--- src/rtl/prim_word_packer_pkg.sv ---
// Shared definitions for the word packer and its downstream partners.
//   calc_cnt_w   : width needed to hold a beat count of 0..ratio
//   flush_stat_t : flush request / busy status pair reused by unpacker and
//                  status logic
package prim_word_packer_pkg;

  // Bits needed to represent 0..ratio. Never less than 1.
  function automatic int calc_cnt_w(input int ratio);
    return ((ratio + 1) <= 2) ? 1 : $clog2(ratio + 1);
  endfunction

  typedef struct packed {
    logic flush;
    logic busy;
  } flush_stat_t;

endpackage

--- src/rtl/prim_word_packer_if.sv ---
// Beat-in / word-out bus of the word packer.
//   valid_i/ready_o/data_i : narrow input beat handshake
//   flush_i                : single-cycle request to emit the partial word
//   wvalid_o/wready_i      : FIFO write handshake
//   wdata_o/wlen_o         : packed word and its number of valid beats
//   busy_o                 : packer still holds data or a pending flush
// The slave modport is the packer; the master modport is the beat source
// together with the FIFO write port.
interface prim_word_packer_if #(
  parameter int InW  = 8,
  parameter int OutW = 32
) ();
  import prim_word_packer_pkg::*;

  localparam int Ratio = OutW / InW;
  localparam int CntW  = calc_cnt_w(Ratio);

  logic            valid_i;
  logic            ready_o;
  logic [InW-1:0]  data_i;
  logic            flush_i;
  logic            wvalid_o;
  logic            wready_i;
  logic [OutW-1:0] wdata_o;
  logic [CntW-1:0] wlen_o;
  logic            busy_o;

  modport slave (
    input  valid_i, data_i, flush_i, wready_i,
    output ready_o, wvalid_o, wdata_o, wlen_o, busy_o
  );

  modport master (
    output valid_i, data_i, flush_i, wready_i,
    input  ready_o, wvalid_o, wdata_o, wlen_o, busy_o
  );

endinterface

--- src/rtl/prim_word_packer.sv ---
// Packs InW-bit beats LSB-first into OutW-bit words and pushes each word,
// together with its beat count, into a FIFO write port. A flush emits the
// current partial word with the unused upper beats forced to zero.
//   clk_i : clock
//   rst_i : synchronous active-high reset (wins over clr_i)
//   clr_i : synchronous clear of partial word, output word and pending flush
//   bus   : prim_word_packer_if.slave (beat input, flush, FIFO write side)
module prim_word_packer
  import prim_word_packer_pkg::*;
#(
  parameter int InW  = 8,
  parameter int OutW = 32
) (
  input  logic               clk_i,
  input  logic               rst_i,
  input  logic               clr_i,
  prim_word_packer_if.slave  bus
);

  localparam int Ratio = OutW / InW;
  localparam int CntW  = calc_cnt_w(Ratio);

  typedef logic [CntW-1:0] cnt_t;

  localparam cnt_t CntLast = cnt_t'(Ratio - 1);
  localparam cnt_t CntFull = cnt_t'(Ratio);

  if (((OutW % InW) != 0) || ((OutW / InW) < 2)) begin : g_bad_ratio
    $error("prim_word_packer: OutW must be a multiple of InW with OutW/InW >= 2");
  end

  logic [OutW-1:0] acc_q;
  cnt_t            cnt_q;
  logic [OutW-1:0] out_data_q;
  cnt_t            out_len_q;
  logic            out_valid_q;
  logic            flush_pend_q;

  logic            slot_free;
  logic            cnt_last;
  logic            ready;
  logic            accept;
  logic            complete;
  logic            flush_go;
  logic            flush_drop;

  logic [Ratio-1:0] lane_we;
  logic [Ratio-1:0] lane_live;
  logic [OutW-1:0]  acc_merged;
  logic [OutW-1:0]  acc_partial;

  flush_stat_t stat;

  // Output slot can take a new word if empty or draining this cycle.
  assign slot_free = ~out_valid_q | bus.wready_i;
  assign cnt_last  = (cnt_q == CntLast);

  // The completing beat is only taken when it can go straight to the output
  // register, so the accumulator never needs a "full, waiting" state.
  assign ready    = ~flush_pend_q & ~(cnt_last & ~slot_free);
  assign accept   = bus.valid_i & ready;
  assign complete = accept & cnt_last;

  // ready is low while a flush is pending, so flush_go never coincides with
  // an accepted beat or a completed word.
  assign flush_go   = flush_pend_q & (cnt_q != '0) & slot_free;
  assign flush_drop = flush_pend_q & (cnt_q == '0);

  // Per-lane write enable and merge. lane_live masks lanes at or above cnt
  // so a partial word never leaks stale bytes left behind by a clear.
  for (genvar i = 0; i < Ratio; i++) begin : g_lane
    assign lane_we[i]   = accept & (cnt_q == cnt_t'(i));
    assign lane_live[i] = (cnt_t'(i) < cnt_q);
    assign acc_merged[i*InW +: InW]  = lane_we[i] ? bus.data_i
                                                  : acc_q[i*InW +: InW];
    assign acc_partial[i*InW +: InW] = lane_live[i] ? acc_q[i*InW +: InW]
                                                    : '0;
  end

  always_ff @(posedge clk_i) begin
    if (rst_i) begin
      acc_q        <= '0;
      cnt_q        <= '0;
      out_data_q   <= '0;
      out_len_q    <= '0;
      out_valid_q  <= 1'b0;
      flush_pend_q <= 1'b0;
    end else if (clr_i) begin
      // Data registers are left as-is; len/valid/cnt make them invisible.
      cnt_q        <= '0;
      out_len_q    <= '0;
      out_valid_q  <= 1'b0;
      flush_pend_q <= 1'b0;
    end else begin
      if (complete) begin
        out_data_q  <= acc_merged;
        out_len_q   <= CntFull;
        out_valid_q <= 1'b1;
        acc_q       <= '0;
        cnt_q       <= '0;
      end else if (flush_go) begin
        out_data_q  <= acc_partial;
        out_len_q   <= cnt_q;
        out_valid_q <= 1'b1;
        acc_q       <= '0;
        cnt_q       <= '0;
      end else begin
        acc_q <= acc_merged;
        if (accept) cnt_q <= cnt_q + cnt_t'(1);
        if (bus.wready_i) out_valid_q <= 1'b0;
      end
      // A flush raised together with the completing beat stays pending one
      // cycle, finds cnt==0 and retires without emitting anything.
      flush_pend_q <= bus.flush_i | (flush_pend_q & ~(flush_go | flush_drop));
    end
  end

  always_comb begin
    stat       = '0;
    stat.flush = flush_pend_q;
    stat.busy  = out_valid_q | (cnt_q != '0) | flush_pend_q;
  end

  assign bus.ready_o  = ready;
  assign bus.wvalid_o = out_valid_q;
  assign bus.wdata_o  = out_data_q;
  assign bus.wlen_o   = out_len_q;
  assign bus.busy_o   = stat.busy;

  // A word offered to the FIFO stays put until it is taken.
  a_wvalid_stable: assert property (@(posedge clk_i)
    (bus.wvalid_o && !bus.wready_i && !rst_i && !clr_i) |=>
      (bus.wvalid_o && $stable(bus.wdata_o) && $stable(bus.wlen_o)));

  a_wlen_nonzero: assert property (@(posedge clk_i)
    bus.wvalid_o |-> (bus.wlen_o != '0));

  a_cnt_range: assert property (@(posedge clk_i) cnt_q <= CntLast);

endmodule

--- src/flat_wrapper.sv ---
// flat-port wrapper written by rule: the top's interface ports become plain ports
module prim_word_packer_flat import prim_word_packer_pkg::*;
#(
  parameter int InW  = 8,
  parameter int OutW = 32
)
  (clk_i, rst_i, clr_i, bus_valid_i, bus_data_i, bus_flush_i, bus_wready_i, bus_ready_o, bus_wvalid_o, bus_wdata_o, bus_wlen_o, bus_busy_o);
  prim_word_packer_if #(.InW(InW), .OutW(OutW)) bus_i ();
  input  logic clk_i;
  input  logic rst_i;
  input  logic clr_i;
  input wire logic [$bits(bus_i.valid_i)-1:0] bus_valid_i;
  input wire logic [$bits(bus_i.data_i)-1:0] bus_data_i;
  input wire logic [$bits(bus_i.flush_i)-1:0] bus_flush_i;
  input wire logic [$bits(bus_i.wready_i)-1:0] bus_wready_i;
  output wire logic [$bits(bus_i.ready_o)-1:0] bus_ready_o;
  output wire logic [$bits(bus_i.wvalid_o)-1:0] bus_wvalid_o;
  output wire logic [$bits(bus_i.wdata_o)-1:0] bus_wdata_o;
  output wire logic [$bits(bus_i.wlen_o)-1:0] bus_wlen_o;
  output wire logic [$bits(bus_i.busy_o)-1:0] bus_busy_o;
  assign bus_i.valid_i = bus_valid_i;
  assign bus_i.data_i = bus_data_i;
  assign bus_i.flush_i = bus_flush_i;
  assign bus_i.wready_i = bus_wready_i;
  assign bus_ready_o = bus_i.ready_o;
  assign bus_wvalid_o = bus_i.wvalid_o;
  assign bus_wdata_o = bus_i.wdata_o;
  assign bus_wlen_o = bus_i.wlen_o;
  assign bus_busy_o = bus_i.busy_o;
  prim_word_packer #(.InW(InW), .OutW(OutW)) u_core (.clk_i(clk_i), .rst_i(rst_i), .clr_i(clr_i), .bus(bus_i));
endmodule
--- config.mk ---
export PLATFORM = sky130hd
export DESIGN_NAME = prim_word_packer_flat
export DESIGN_NICKNAME = d
export VERILOG_FILES = /design/src/rtl/prim_word_packer_pkg.sv /design/src/rtl/prim_word_packer_if.sv /design/src/rtl/prim_word_packer.sv /design/src/flat_wrapper.sv
export SDC_FILE = /design/constraint.sdc
export NUM_CORES = 1
export LEC_CHECK = 0
export ABC_CLOCK_PERIOD_IN_PS = 4800
export CAP_MARGIN = 25
export CORE_ASPECT_RATIO = 0.6
export CORE_MARGIN = 2
export CORE_UTILIZATION = 45
export DETAILED_ROUTE_END_ITERATION = 12
export HOLD_SLACK_MARGIN = 0.08
export MAX_ROUTING_LAYER = met4
export PLACE_DENSITY_LB_ADDON = 0.15
export SYNTH_ARGS = -nofsm -noshare
export SYNTH_HDL_FRONTEND = slang
export SYNTH_SLANG_ARGS = --single-unit
--- constraint.sdc ---
create_clock -name clk_i -period 4.8 [get_ports clk_i]
set_input_delay 0.96 -clock clk_i [delete_from_list [all_inputs] [get_ports clk_i]]
set_output_delay 0.96 -clock clk_i [all_outputs]
set_load 0.01 [all_outputs]
==> flow_metrics.env, run 1 <==
export IMPL_via_count=2647
export IMPL_cts_buffers_inserted=9
export IMPL_grt_pass1_vias=2490
export IMPL_power_total_mw=1.39
export IMPL_track_usage=0.223
export IMPL_cap_violations=0
export IMPL_crit_slowest_cell="dfxtp_1"
export IMPL_grt_max_degree=23
export IMPL_regArea_mm2=0.00144
export IMPL_synthArstFlopShare=0
export IMPL_ios=52
export IMPL_max_freq_mhz=294
export IMPL_core_mm2=0.00727
export IMPL_max_stage_delay_ps=950
export IMPL_start_util=0.465
export IMPL_wirelength_um=8360
export IMPL_final_cell_mix="dfxtp_1, clkdlybuf4s50_1, nand2_1"
export IMPL_critical_path_class="reg -> out"
export IMPL_synth_ff_type="dfxtp_1"
export IMPL_clockRootBuffer="clkbuf_16"
export IMPL_netlist_instances=328
export IMPL_ir_drop_uv=194
export IMPL_synth_seq_area_share=0.426
export IMPL_min_period_ps=3400
export IMPL_place_congestion=0.913
export IMPL_avgViaCountPerCell=5.55
export IMPL_cp_required_ps=3840
export IMPL_hold_viol_final=0
export IMPL_worstMarginPinSlew_ps=970
export IMPL_drv_slew=0
export IMPL_cts_setup_buffers=0
export IMPL_finClkSkew_ps=4.37
export IMPL_ant_nets=0
export IMPL_die_area_mm2=0.00825
export IMPL_drtIter0Drc=215
export IMPL_synth_cell_types=39
export IMPL_max_slew_margin_rel=0.352
export IMPL_nets=385
export IMPL_setup_viol=0
export IMPL_num_rows=24
export IMPL_critPathBufInv=1
export IMPL_die_y_um=71.2
export IMPL_drive_gt1_frac=0.177
export IMPL_synth_top_area_share=0.426
export IMPL_p_leak_nw=1.53
export IMPL_clockBufferDepth=2
export IMPL_multi_input_area_mm2=0.00171
export IMPL_final_common_cell="dfxtp_1"
export IMPL_rsz0062_at_grt="false"
export IMPL_antenna_cells=0
export IMPL_min_path_type="reg -> reg"
export IMPL_tritoncts="built"
export IMPL_dp_final_hpwl_um=5780
export IMPL_ys_warn_count=0
export IMPL_fillCellCount=659
export IMPL_netlist_area_mm2=0.00338
export IMPL_synthesis_nets=345
export IMPL_cp_max_fo=22
export IMPL_ys_ff_latch=72
export IMPL_antenna_found_initial=0
export IMPL_wire_per_inst_um=17.5
export IMPL_crit_family="flip-flops"
export IMPL_outcome="completed"
export IMPL_synth_edff_count=0
export IMPL_timing_final_crit_share=0.709
export IMPL_worstSkewPairLatency_ps=330
export IMPL_synth_avg_cell_area_um2=10.3
export IMPL_drcViolationCount=0
export IMPL_ctsHoldBuffers=0
export IMPL_reg2reg_setup_slack_ps=2070
export IMPL_setup_tns_ps=0
export IMPL_end_kind="output pin"
export IMPL_synth_area_leader_cell="dfxtp_1"
export IMPL_p_per_area_mw_per_mm2=328
export IMPL_cts_resized=0
export IMPL_dieWidth_um=116
export IMPL_critical_path_arrival_ps=2440
export IMPL_cts_num_sinks=72
export IMPL_port_buffers=51
export IMPL_grt_pass1_wl_um=13500
export IMPL_area_growth_syn_to_layout_pct=25.5
export IMPL_startpoint_type="flip-flop"
export IMPL_ctsHtreeMaxLevel=3
export IMPL_synth_area_leaders="dfxtp_1, a221oi_2, a22o_1"
export IMPL_dr_pass1_iters=4
export IMPL_gr_total_overflow=0
export IMPL_crit_chain="nand2b_1 -> or3_1 -> clkdlybuf4s50_1"
export IMPL_path_clk_slew_ps=50
## cells in the mapped netlist (2+ instances only)
| cell | count |
|---|---|
| buf_6 | 2 |
| a21o_1 | 2 |
| nand4_1 | 8 |
| nor4_4 | 3 |
| ha_1 | 3 |
| a2111oi_4 | 3 |
| buf_4 | 7 |
| or3_1 | 2 |
| a31oi_1 | 2 |
| nor2b_1 | 10 |
| mux2_4 | 8 |
| mux2i_1 | 12 |
| nand3_2 | 7 |
| a221oi_1 | 15 |
| inv_1 | 19 |
| dfxtp_1 | 72 |
| and3_1 | 8 |
| buf_2 | 10 |
| a21oi_1 | 16 |
| nand2b_1 | 4 |
| nor2_1 | 7 |
| a221oi_2 | 16 |
| a22o_1 | 24 |
| buf_1 | 4 |
| clkbuf_1 | 6 |
| o21ai_2 | 3 |
| nand3_1 | 12 |
| nand2_1 | 32 |
## state kept, by name (all words and copies together) (netlist names)
register / cells
u_core.acc_q: 32
u_core.bus.wdata_o: 32
u_core.bus.wlen_o: 3
u_core.bus.wvalid_o: 1
u_core.cnt_q: 3
u_core.flush_pend_q: 1
## worst min-delay path, cell delays in order (launching register included)
cell	delay, ps
dfxtp_1	310
nand2_1	50
mux2i_1	50
## worst paths after layout
check,from,endpoint,cells past startpoint
hold / removal,u_core.acc_q[9],u_core.bus.wdata_o[9],2
setup reg to reg,u_core.cnt_q[2],u_core.bus.wdata_o[31],5
hold reg to reg,u_core.acc_q[9],u_core.bus.wdata_o[9],2
setup / recovery,u_core.cnt_q[2],bus_busy_o,3
## layer usage
layer | global-route usage | share of wire | vias to the layer above
met5 | - | 0 | -
met4 | 0.0622 | 0.011 | 0
met1 | 0.333 | 0.52 | 1260
met2 | 0.291 | 0.40 | 79
met3 | 0.0591 | 0.064 | 12
li1 | - | - | 1296
## cell type report
type / instances / share of cell area
well taps: 104 / 0.0307
clock inverters: 2 / 0.00825
flip-flops and latches: 72 / 0.340
repair buffers: 58 / 0.136
multi-input cells: 208 / 0.402
clock buffers: 14 / 0.0669
inverters: 19 / 0.0168
## metrics by stage
stage	utilization	hold WS (ps)	worst slack (ps)	instances	instance area (µm²)
6_report	0.584	451	1400	477	4250
5_1_grt	0.584	472	1290	477	4250
4_1_cts	0.584	457	1380	477	4250
3_5_place_dp	0.540	451	1500	461	3930
3_3_place_gp	0.538	446	1500	460	3910
2_1_floorplan	-	434	2450	328	3380
## report_power, final
part | switching, mW | total [mW] | internal [mW] | leakage (nW)
Clock | 0.237 | 0.696 | 0.458 | 0.159
Sequential | 0.00632 | 0.612 | 0.605 | 0.581
Combinational | 0.0527 | 0.0847 | 0.0321 | 0.790
## logic make-up (layout without fill, tap and decap cells)
| family | Yosys count | in the layout | synth area share |
|---|---|---|---|
| buf+inv | 48 | 93 | 0.0692 |
| mux | 21 | 21 | 0.0744 |
| flops | 72 | 72 | 0.426 |
| simple gates | 100 | 100 | 0.176 |
| compound gates | 84 | 84 | 0.243 |
| fa+ha+maj | 3 | 3 | 0.0111 |
No activity file was read; power rests on OpenSTA's default activity.
==> run 2: changes to the inputs <==
ABC_CLOCK_PERIOD_IN_PS = 3500   (was 4800)
clock period = 3.5 ns   (was 4.8 ns; I/O delays follow)
==> flow_metrics.env, run 2 (same netlist as run 1, synthesis figures left out) <==
export IMPL_outcome="completed"
export IMPL_antenna_cells=0
export IMPL_setup_tns_ps=0
export IMPL_swShare=0.217
export IMPL_crit_family="buffers and inverters"
export IMPL_reg2reg_setup_slack_ps=880
export IMPL_timing_final_crit_share=0.874
export IMPL_finClkSkew_ps=4.26
export IMPL_fillCellCount=647
export IMPL_worstMarginPinSlew_ps=789
export IMPL_antenna_found_initial=0
export IMPL_die_y_um=71.2
export IMPL_grt_pass1_vias=2536
export IMPL_grt_pass1_wl_um=13600
export IMPL_crit_path_end="bus_busy_o"
export IMPL_clockRootBuffer="clkbuf_16"
export IMPL_final_util=0.585
export IMPL_die_area_mm2=0.00825
export IMPL_avgViaCountPerCell=5.67
export IMPL_crit_start="u_core.cnt_q[0]"
export IMPL_p_switching_mw=0.406
export IMPL_r2r_start="u_core.cnt_q[0]"
export IMPL_area_growth_syn_to_layout_pct=25.7
export IMPL_core_mm2=0.00727
export IMPL_track_usage=0.226
export IMPL_cts_resized=0
export IMPL_place_congestion=0.887
export IMPL_path_clk_slew_ps=50
export IMPL_cp_required_ps=2800
export IMPL_cts_setup_buffers=0
export IMPL_min_path_type="reg -> reg"
export IMPL_min_period_ps=3060
export IMPL_seq_power_share=0.448
export IMPL_end_kind="output pin"
export IMPL_gr_total_overflow=0
export IMPL_critPathBufInv=2
export IMPL_nets=390
export IMPL_cp_num_cells=5
export IMPL_wirelength_um=8590
export IMPL_grt_max_degree=22
export IMPL_ios=52
export IMPL_crit_slowest_cell="dfxtp_1"
export IMPL_p_clk_frac=0.488
export IMPL_max_stage_delay_ps=530
export IMPL_worstSkewPairLatency_ps=330
export IMPL_final_common_cell="dfxtp_1"
export IMPL_cts_num_sinks=72
export IMPL_cap_violations=0
export IMPL_wl_met1_um=4390
export IMPL_p_comb_frac=0.063
export IMPL_cts_buffers_inserted=9
export IMPL_clockBufferDepth=2
export IMPL_wire_per_inst_um=17.8
export IMPL_p_int_mw=1.46
export IMPL_port_buffers=51
export IMPL_hold_viol_final=0
export IMPL_setup_viol=0
export IMPL_drcViolationCount=0
export IMPL_rsz0062_at_grt="false"
export IMPL_cp_max_fo=11
export IMPL_via_count=2732
export IMPL_max_slew_margin_rel=0.474
export IMPL_routed_top_layer="met4"
export IMPL_dieWidth_um=116
export IMPL_drv_slew=0
export IMPL_dp_final_hpwl_um=5820
export IMPL_tritoncts="built"
export IMPL_start_util=0.465
export IMPL_p_per_area_mw_per_mm2=440
export IMPL_ctsHoldBuffers=0
export IMPL_critical_path_arrival_ps=2360
export IMPL_dr_pass1_iters=5
export IMPL_ir_drop_uv=248
export IMPL_crit_chain="inv_1 -> ha_1 -> nand2b_1 -> or3_1 -> clkdlybuf4s50_1"
export IMPL_timing_rr_end="u_core.bus.wdata_o[25]"
export IMPL_wl_met2_um=3490
export IMPL_wl_met3_um=613
export IMPL_p_leak_nw=1.54
export IMPL_drtIter0Drc=263
export IMPL_drive_gt1_frac=0.185
export IMPL_ctsHtreeMaxLevel=3
export IMPL_max_freq_mhz=327
export IMPL_final_cell_mix="dfxtp_1, clkdlybuf4s50_1, nand2_1"
export IMPL_num_rows=24
export IMPL_reg2regPathDepth=7
export IMPL_critical_path_class="reg -> out"
export IMPL_startpoint_type="flip-flop"
export IMPL_ant_nets=0
==> run 2: cell types whose count changed in the layout (fill, tap and decap cells not counted), sizes merged <==
cell	before	now
buf	7	12
clkbuf	14	13
clkinv	1	2
==> run 2: power groups by stage <==
stage | logic, mW | clock network [mW] | registers (mW)
2_1_floorplan | 0.0691 | 0 | 0.854
3_3_place_gp | 0.116 | 0 | 0.855
3_5_place_dp | 0.118 | 0 | 0.856
4_1_cts | 0.118 | 0.932 | 0.838
5_1_grt | 0.127 | 0.965 | 0.839
6_report | 0.119 | 0.913 | 0.839
==> run 2: worst min path at each step <==
stage / startpoint / endpoint / cells past startpoint
6_report: u_core.acc_q[14] / u_core.bus.wdata_o[14] / 2
5_1_grt: u_core.acc_q[14] / u_core.bus.wdata_o[14] / 2
4_1_cts: u_core.acc_q[9] / u_core.bus.wdata_o[9] / 2
3_5_place_dp: u_core.acc_q[8] / u_core.bus.wdata_o[8] / 2
3_3_place_gp: u_core.acc_q[9] / u_core.bus.wdata_o[9] / 2
2_1_floorplan: u_core.acc_q[10] / u_core.bus.wdata_o[10] / 2
==> run 2: final cells by class <==
cell class                      count  area, µm²  share of cell area
Clock buffer                       13        260              0.0612
Clock inverter                      3       40.0             0.00942
Inverter                           19       71.3              0.0168
Multi-Input combinational cell    208       1710               0.402
Sequential cell                    72       1440               0.339
Tap cell                          104        130              0.0306
Timing Repair Buffer               63        601               0.141
==> run 2: metal layers <==
layer	up-vias	GRT usage
li1	1304	-
met1	1301	0.327
met2	114	0.308
met3	13	0.0591
met4	0	0.0648
met5	-	-
==> run 2: stage by stage <==
step                      total power [mW]  cell area (µm²)  hold slack, ps  cells  worst slack [ps]
after detailed placement             0.973             3950             450    466               716
after global routing                  1.93             4250             477    482               333
after floorplan                      0.923             3380             434    328              1450
final                                 1.87             4250             452    482               439
after CTS                             1.89             4250             456    482               460
after global placement               0.972             3950             448    466               752
==> run 2: worst register-to-register path, stage by stage, from the launching register on <==
cell	delay (ps)
dfxtp_1	530
inv_1	200
ha_1	290
nand2b_1	330
nand3_1	160
a21o_2	420
buf_4	280
mux2_4	310
==> run 3: changes to the inputs <==
CORE_UTILIZATION = 40   (was 45)
CTS_CLUSTER_DIAMETER = 30   (was unset)
==> flow_metrics.env, run 3 (same netlist as run 1, synthesis figures left out) <==
export IMPL_ir_drop_uv=271
export IMPL_via_count=2699
export IMPL_worstMarginPinSlew_ps=593
export IMPL_p_leak_nw=1.54
export IMPL_area_growth_syn_to_layout_pct=26.0
export IMPL_end_kind="output pin"
export IMPL_grt_max_degree=41
export IMPL_core_mm2=0.00804
export IMPL_grt_use_met2=0.295
export IMPL_die_area_mm2=0.00923
export IMPL_ant_nets=0
export IMPL_clockRootBuffer="clkbuf_16"
export IMPL_drcViolationCount=0
export IMPL_setup_tns_ps=0
export IMPL_dr_pass1_iters=4
export IMPL_cts_buffers_inserted=9
export IMPL_worstSkewPairLatency_ps=330
export IMPL_regArea_mm2=0.00144
export IMPL_drv_slew=0
export IMPL_drtIter0Drc=243
export IMPL_place_congestion=0.830
export IMPL_min_period_ps=3120
export IMPL_cts_resized=0
export IMPL_min_path_type="reg -> reg"
export IMPL_gr_total_overflow=0
export IMPL_nets=390
export IMPL_ios=52
export IMPL_cp_max_fo=11
export IMPL_critical_path_class="reg -> out"
export IMPL_die_y_um=75.2
export IMPL_multi_input_area_mm2=0.00171
export IMPL_cp_required_ps=2800
export IMPL_finClkSkew_ps=5.32
export IMPL_p_per_area_mw_per_mm2=431
export IMPL_dp_final_hpwl_um=5790
export IMPL_start_util=0.421
export IMPL_busiest_layer="met2"
export IMPL_grt_pass1_wl_um=13900
export IMPL_startpoint_type="flip-flop"
export IMPL_antenna_found_initial=0
export IMPL_path_clk_slew_ps=50
export IMPL_drive_gt1_frac=0.188
export IMPL_num_rows=25
export IMPL_met1_usage=0.292
export IMPL_fillCellCount=735
export IMPL_rsz0062_at_grt="false"
export IMPL_ctsHtreeMaxLevel=3
export IMPL_max_slew_margin_rel=0.602
export IMPL_wirelength_um=8670
export IMPL_port_buffers=51
export IMPL_track_usage=0.211
export IMPL_critical_path_arrival_ps=2420
export IMPL_dieWidth_um=123
export IMPL_cts_setup_buffers=0
export IMPL_max_freq_mhz=321
export IMPL_clockBufferDepth=2
export IMPL_wire_per_inst_um=17.9
export IMPL_antenna_cells=0
export IMPL_setup_viol=0
export IMPL_grt_pass1_vias=2554
export IMPL_final_util=0.530
export IMPL_final_common_cell="dfxtp_1"
export IMPL_avgViaCountPerCell=5.56
export IMPL_ctsHoldBuffers=0
export IMPL_timing_final_crit_share=0.890
export IMPL_cts_num_sinks=72
export IMPL_outcome="completed"
export IMPL_final_cell_mix="dfxtp_1, clkdlybuf4s50_1, nand2_1"
export IMPL_tritoncts="built"
export IMPL_cap_violations=0
export IMPL_hold_viol_final=0
export IMPL_met3_usage=0.0644
-- run 3: changes by cell type in the layout (fill, tap and decap cells not counted) --
cell        before  now
clkbuf_1         2    0
clkbuf_8         2    4
buf_12           0    1
buf_4           12   11
bufinv_16        1    0
clkinv_2         2    1
clkinvlp_4       0    1
-- run 3: final timing paths --
path | startpoint | endpoint | slack (ps) | cells after the start
worst min register to register | u_core.acc_q[11] | u_core.bus.wdata_o[11] | 450 | 2
worst max-delay path | u_core.cnt_q[0] | bus_busy_o | 380 | 5
worst max register to register | u_core.cnt_q[0] | u_core.bus.wdata_o[30] | 970 | 7
worst min-delay path | u_core.acc_q[11] | u_core.bus.wdata_o[11] | 450 | 2
-- run 3: layer usage --
metal	up-vias	part of all wire
met5	-	0
met2	90	0.42
met1	1299	0.49
met4	0	0.0081
met3	7	0.077
li1	1303	-
-- run 3: stage by stage --
stage | hold WS [ps] | setup WS (ps) | total power, mW | cells | cell area, µm²
final | 453 | 384 | 1.84 | 485 | 4260
after global routing | 476 | 270 | 1.92 | 485 | 4260
after CTS | 462 | 395 | 1.86 | 484 | 4240
after detailed placement | 449 | 668 | 0.974 | 469 | 3950
after global placement | 452 | 712 | 0.973 | 469 | 3950
after floorplan | 434 | 1450 | 0.923 | 328 | 3380
-- run 3: worst max-delay path, stage by stage (launching register included) --
cell and delay, ps:
dfxtp_1 540, inv_1 190, ha_1 280, nand2b_1 370
or3_1 170, clkdlybuf4s50_1 530
-- run 3: cell type report --
class	instances	share of cell area
clock buffers	13	0.0658
inverters	19	0.0167
repair buffers	63	0.144
multi-input cells	208	0.401
well taps	108	0.0317
clock inverters	2	0.00294
flip-flops and latches	72	0.338
-- run 3: where the power goes --
part / switching, mW / internal, mW
Combinational: 0.0735 / 0.0459
Sequential: 0.00826 / 0.830
Clock: 0.329 / 0.551
Total: 0.411 / 1.43
==> RTL change 1: new RTL, config.mk and constraints of run 3 <==
`OutW` is set to 32 in 3 places; all go to 64.
--- a/src/rtl/prim_word_packer_if.sv
+++ b/src/rtl/prim_word_packer_if.sv
@@ -8,7 +8,7 @@
 // together with the FIFO write port.
 interface prim_word_packer_if #(
   parameter int InW  = 8,
-  parameter int OutW = 32
+  parameter int OutW = 64
 ) ();
   import prim_word_packer_pkg::*;
 
--- a/src/rtl/prim_word_packer.sv
+++ b/src/rtl/prim_word_packer.sv
@@ -9,7 +9,7 @@
   import prim_word_packer_pkg::*;
 #(
   parameter int InW  = 8,
-  parameter int OutW = 32
+  parameter int OutW = 64
 ) (
   input  logic               clk_i,
   input  logic               rst_i,
--- a/src/flat_wrapper.sv
+++ b/src/flat_wrapper.sv
@@ -2,7 +2,7 @@
 module prim_word_packer_flat import prim_word_packer_pkg::*;
 #(
   parameter int InW  = 8,
-  parameter int OutW = 32
+  parameter int OutW = 64
 )
   (clk_i, rst_i, clr_i, bus_valid_i, bus_data_i, bus_flush_i, bus_wready_i, bus_ready_o, bus_wvalid_o, bus_wdata_o, bus_wlen_o, bus_busy_o);
   prim_word_packer_if #(.InW(InW), .OutW(OutW)) bus_i ();
Interface: changed (resized bus_wdata_o and bus_wlen_o); port bits go from 52 to 85. The function was not compared with the original's and may differ.
==> RTL change 1 against run 3 <==
Synthesized area rose by 55%; sequential cell count rose by 66; first-iteration DRC count rose by 51%; final area rose by 59%; worst setup slack got worse by 0.21 ns; wire length rose by 70%; sequential share of layout area rose by 7.1 points; power rose by 89%.
==> RTL change 1: results (changes against run 3) <==
synth:
  syn_avg_cell_area_sq_um: 9.35  # was 10.3 sq um
  ys_warn_count: 0  # unchanged
  synthArstFlopShare: 0  # unchanged
  yosys-top-cells-area: "dfxtp_1 53%, a22o_1 6.7%, nand3_1 4.6%"  # was dfxtp_1 43%, a221oi_2 7.1%, a22o_1 6.2%
  synth_nets: 577  # was 345
  synth-seq-area-share: 0.528  # was 0.426
  ys_types: 39  # unchanged
  ys_top_cells_by_count: "138 x dfxtp_1, 53 x nor2_1, 48 x nand3_1"  # was 72 x dfxtp_1, 32 x nand2_1, 24 x a22o_1
final_layout:
  final_nets: 643  # was 390
  diodes: 0  # unchanged
  final_layout_size_suffix_gt1_frac: 0.111  # was 0.188
clock_tree:
  clkLatencyLatePin_ns: 0.41  # was 0.33 ns
  cts-resized-gates: 0  # unchanged
  path_clk_slew_ns: 0.06
  cts_buffers: 17  # was 9
  hold_buffers: 0  # unchanged
  h-tree-depth: 4  # was 3
  clock-root-buffer: "clkbuf_16"  # unchanged
  cts_buffer_depth: 2  # unchanged
  cts_setup_buffers: 0  # unchanged
worst_setup_path:
  regToRegStartpoint: "u_core.cnt_q[1]"  # was u_core.cnt_q[0]
  cp_data_arrival_time_ns: 2.62  # was 2.42 ns
  worstPathMaxFanout: 13  # was 11
  cp-start-kind: "flop"  # unchanged
  critical_path.slowest_cell: "or3b_1"  # was dfxtp_1
  crit_family: "simple AND/OR/NAND/NOR gates"  # was buffers and inverters
  max_stage_delay_ns: 0.56  # was 0.54 ns
  rr_worst_depth: 8  # was 7
global_route:
  antenna_found_initial: 0  # unchanged
  grtUsageTotal: 0.224  # was 0.211
  grt_pass1_vias: 4248  # was 2554
  grt_pass1_wl_um: 23300  # was 13900 um
  grt_max_degree: 57  # was 41
worst_hold_path:
  holdPathStages: 2  # unchanged
  min_from: "u_core.bus.wdata_o[6]"  # was u_core.acc_q[11]
  hold_path_class: "flop to flop"  # unchanged
place:
  hpwl_um: 9890  # was 5790 um
  gp_congestion: 0.873  # was 0.830
  dp_slack_ns: 0.346  # was 0.668 ns
  postPlaceCellArea_sq_um: 6170  # was 3950 sq um
  buffer_ports.inserted: 84  # was 51
  place_inst: 776  # was 469
sta:
  skew_ns: 0.00926  # was 0.00532 ns
  relSlewSlack: 0.379  # was 0.602
run_status:
  status: "finished clean"  # unchanged
power_and_ir_drop:
  cellLeakagePower_uw: 0.00242  # was 0.00154 uW
  ir_worst_vdd_mv: 0.375  # was 0.271 mV
drt:
  drt_first_pass_iters: 5  # was 4
  wl_per_cell_um: 18.2  # was 17.9 um
  via_count: 4522  # was 2699
  via_per_inst: 5.60  # was 5.56
  drtIter0Drc: 366  # was 243
[RTL change 1: cell types whose count changed in the layout (fill, tap and decap cells not counted), moves of 13 or more]
cell,before,now
a21oi_1,16,41
a221oi_2,16,0
a22o_1,24,40
a22oi_1,0,19
clkdlybuf4s50_1,51,83
dfxtp_1,72,138
inv_1,19,3
nand2_1,32,45
nand3_1,12,48
nor2_1,7,53
nor3_1,0,18
[RTL change 1: where the power goes]
group          internal, uW  switching (uW)
clock                  1060             695
combinational          46.7            88.3
sequential             1580            7.67
[RTL change 1: path summary, 6_finish.rpt]
check	endpoint	slack, ns
setup / recovery	bus_busy_o	0.18
hold / removal	u_core.bus.wdata_o[6]	0.45
setup reg to reg	u_core.bus.wdata_o[22]	0.40
hold reg to reg	u_core.bus.wdata_o[6]	0.45
[RTL change 1: area by class of cell]
class,count,area [sq um]
inverter,3,11.3
timing repair buffer,101,963
clock inverter,11,108
multi-input combinational,364,2220
fill,1203,6050
sequential,138,2760
clock buffer,21,480
tap,170,213
[RTL change 1: kinds of logic (layout without fill, tap and decap cells)]
family | count (synthesis) | in the layout | synth area share
flip-flops | 138 | 138 | 0.528
adder cells (fa/ha/maj) | 4 | 4 | 0.00957
AND/OR/NAND/NOR | 201 | 201 | 0.183
XOR/XNOR | 1 | 1 | 0.00168
AO/OA/AOI/OAI | 149 | 149 | 0.212
multiplexers | 9 | 9 | 0.0191
buffers and inverters | 57 | 136 | 0.0469
[RTL change 1: metal layers]
layer,track usage,vias to the layer above,share of wire
met5,-,-,0
met4,0.0671,0,0.014
met3,0.0527,20,0.066
met2,0.308,169,0.42
met1,0.325,2166,0.50
li1,-,2167,-
==> RTL change 2: new RTL, settings of run 3 <==
Without the edit above. One comparison of `cnt_q` changes from == to >=.
--- a/src/rtl/prim_word_packer.sv
+++ b/src/rtl/prim_word_packer.sv
@@ -53,7 +53,7 @@
 
   // Output slot can take a new word if empty or draining this cycle.
   assign slot_free = ~out_valid_q | bus.wready_i;
-  assign cnt_last  = (cnt_q == CntLast);
+  assign cnt_last  = (cnt_q >= CntLast);
 
   // The completing beat is only taken when it can go straight to the output
   // register, so the accumulator never needs a "full, waiting" state.
Behaviour: no difference found for any inputs over 4 cycles, from zero or initial values and one cycle with rst_i high; that may be too few to reach the edited logic, so the function may still have changed.
==> RTL change 2 against run 3 <==
Sequential share of layout area shrank 3.9 points; combinational power grew 79%; final cell count grew 23%; die area grew 14%; synthesized cell count grew 31%; wire length grew 48%; worst setup slack lost 0.23 ns; final area grew 13%; synthesized area grew 14%; power grew 10%; sequential cell count is the same; largest power group unchanged.
==> RTL change 2: results (changes against run 3) <==
final_layout:
  final_nets: 480  # was 390
  diodes: 0  # unchanged
  n_fill_cell: 863  # was 735
  final_layout_size_suffix_gt1_frac: 0.0942  # was 0.188
clock_tree:
  clock-root-buffer: "clkbuf_16"  # unchanged
  path_clk_slew_ns: 0.06
  clkLatencyLatePin_ns: 0.34
  cts_buffers: 9  # unchanged
  h-tree-depth: 3  # unchanged
  cts_buffer_depth: 2  # unchanged
  cts_setup_buffers: 0  # unchanged
  cts-resized-gates: 0  # unchanged
place:
  place_inst: 580  # was 469
  buffer_ports.inserted: 51  # unchanged
  gp_congestion: 0.979  # was 0.830
  hpwl_um: 9110  # was 5790 um
synth:
  syn-instance-count: 430  # was 328
  synth-seq-area-share: 0.373  # was 0.426
  synthArstFlopShare: 0  # unchanged
  ys_warn_count: 0  # unchanged
  yosys-top-cells-area: "dfxtp_1 37%, a221oi_1 7.3%, mux2i_1 6.5%"  # was dfxtp_1 43%, a221oi_2 7.1%, a22o_1 6.2%
  synth_nets: 448  # was 345
  ys_top_cells_by_count: "72 x dfxtp_1, 52 x inv_1, 34 x clkbuf_1"  # was 72 x dfxtp_1, 32 x nand2_1, 24 x a22o_1
  synth_ff_type: "dfxtp_1"  # unchanged
  ys_types: 40  # was 39
worst_setup_path:
  r2r_setup_slack_ns: 0.25  # was 0.97 ns
  worstReg2RegEnd: "u_core.acc_q[19]"  # was u_core.bus.wdata_o[30]
  cp_data_arrival_time_ns: 2.65  # was 2.42 ns
  path_buf_inv: 2  # unchanged
  worstPathMaxFanout: 20  # was 11
  max_stage_delay_ns: 0.66  # was 0.54 ns
  regToRegStartpoint: "u_core.cnt_q[2]"  # was u_core.cnt_q[0]
  critical_path.slowest_cell: "dfxtp_1"  # unchanged
  rr_worst_depth: 7  # unchanged
  crit_family: "buffers and inverters"  # unchanged
sta:
  skew_ns: 0.00588  # was 0.00532 ns
  worst_slew_pin_slew_ns: 0.929  # was 0.593 ns
global_route:
  antenna_found_initial: 0  # unchanged
  grt_pass1_wl_um: 19700  # was 13900 um
  grt_max_degree: 46  # was 41
  grtUsageTotal: 0.263  # was 0.211
  grt_pass1_vias: 3317  # was 2554
drt:
  via_per_inst: 6.21  # was 5.56
  via_count: 3706  # was 2699
  finalWirelength_um: 12800  # was 8670 um
  drtIter0Drc: 552  # was 243
  drt_first_pass_iters: 5  # was 4
run_status:
  status: "finished clean"  # unchanged
worst_hold_path:
  hold_path_class: "flop to flop"  # unchanged
  holdPathStages: 2  # unchanged
  holdPathEnd: "u_core.bus.wdata_o[25]"  # was u_core.bus.wdata_o[11]
  min_from: "u_core.bus.wdata_o[25]"  # was u_core.acc_q[11]
power_and_ir_drop:
  ir_worst_vdd_mv: 0.254  # was 0.271 mV
  cellLeakagePower_uw: 0.00162  # was 0.00154 uW
[RTL change 2: changes by cell type after synthesis, moves of 9 or more]
| cell | before | now |
|---|---|---|
| a211oi_1 | 0 | 9 |
| a221oi_1 | 15 | 32 |
| a221oi_2 | 16 | 0 |
| and4_1 | 1 | 24 |
| clkbuf_1 | 6 | 34 |
| inv_1 | 19 | 52 |
| mux2i_1 | 12 | 25 |
| nand2_1 | 32 | 7 |
| nand3_1 | 12 | 3 |
| nor3b_1 | 0 | 16 |
| nor4_1 | 0 | 16 |
| o2111ai_1 | 0 | 17 |
[RTL change 2: metal layers]
| layer | up-vias | wire length [um] | global-route usage | part of all wire |
|---|---|---|---|---|
| met3 | 11 | 1400 | 0.0700 | 0.11 |
| met2 | 203 | 4690 | 0.309 | 0.37 |
| met1 | 1769 | 6610 | 0.421 | 0.52 |
| met5 | - | 0 | - | 0 |
| met4 | 0 | 107 | 0.0638 | 0.0084 |
| li1 | 1723 | - | - | - |
[RTL change 2: per-stage QoR]
| step | worst slack (ns) | instance area (sq um) | utilization | hold slack (ns) | total power (uW) |
|---|---|---|---|---|---|
| after floorplan | 1.13 | 3860 | - | 0.442 | 987 |
| after global placement | 0.450 | 4480 | 0.482 | 0.442 | 1070 |
| after detailed placement | 0.335 | 4480 | 0.482 | 0.447 | 1080 |
| after CTS | 0.188 | 4790 | 0.516 | 0.455 | 2040 |
| after global routing | 0.00662 | 4820 | 0.519 | 0.475 | 2090 |
| final | 0.153 | 4820 | 0.519 | 0.455 | 2030 |
[RTL change 2: cells by family after synthesis]
kind of cell | count (synthesis) | share of synthesized area
flops | 72 | 0.373
simple gates | 92 | 0.167
fa+ha+maj | 4 | 0.0130
mux | 25 | 0.0648
buf+inv | 104 | 0.107
xor+xnor | 1 | 0.00227
compound gates | 132 | 0.273
[RTL change 2: how the worst max path moves through the flow]
stage,start,to,slack (ns)
after detailed placement,u_core.cnt_q[2],u_core.bus.wdata_o[15],0.33
after global placement,u_core.cnt_q[2],u_core.acc_q[17],0.45
final,u_core.cnt_q[2],bus_ready_o,0.15
after CTS,u_core.cnt_q[2],bus_ready_o,0.19
after global routing,u_core.cnt_q[2],bus_ready_o,0.007
after floorplan,u_core.cnt_q[1],bus_busy_o,1.13
[RTL change 2: report_power, final]
group / leakage (uW) / switching (uW) / internal [uW]
logic: 0.000882 / 130 / 82.8
clock network: 0.000155 / 353 / 610
registers: 0.000582 / 16.7 / 838
[RTL change 2: cell type report]
cell class / count / area share
clock inverters: 4 / 0.0106
repair buffers: 73 / 0.144
flip-flops and latches: 72 / 0.299
inverters: 52 / 0.0405
well taps: 130 / 0.0337
multi-input cells: 254 / 0.417
clock buffers: 12 / 0.0553
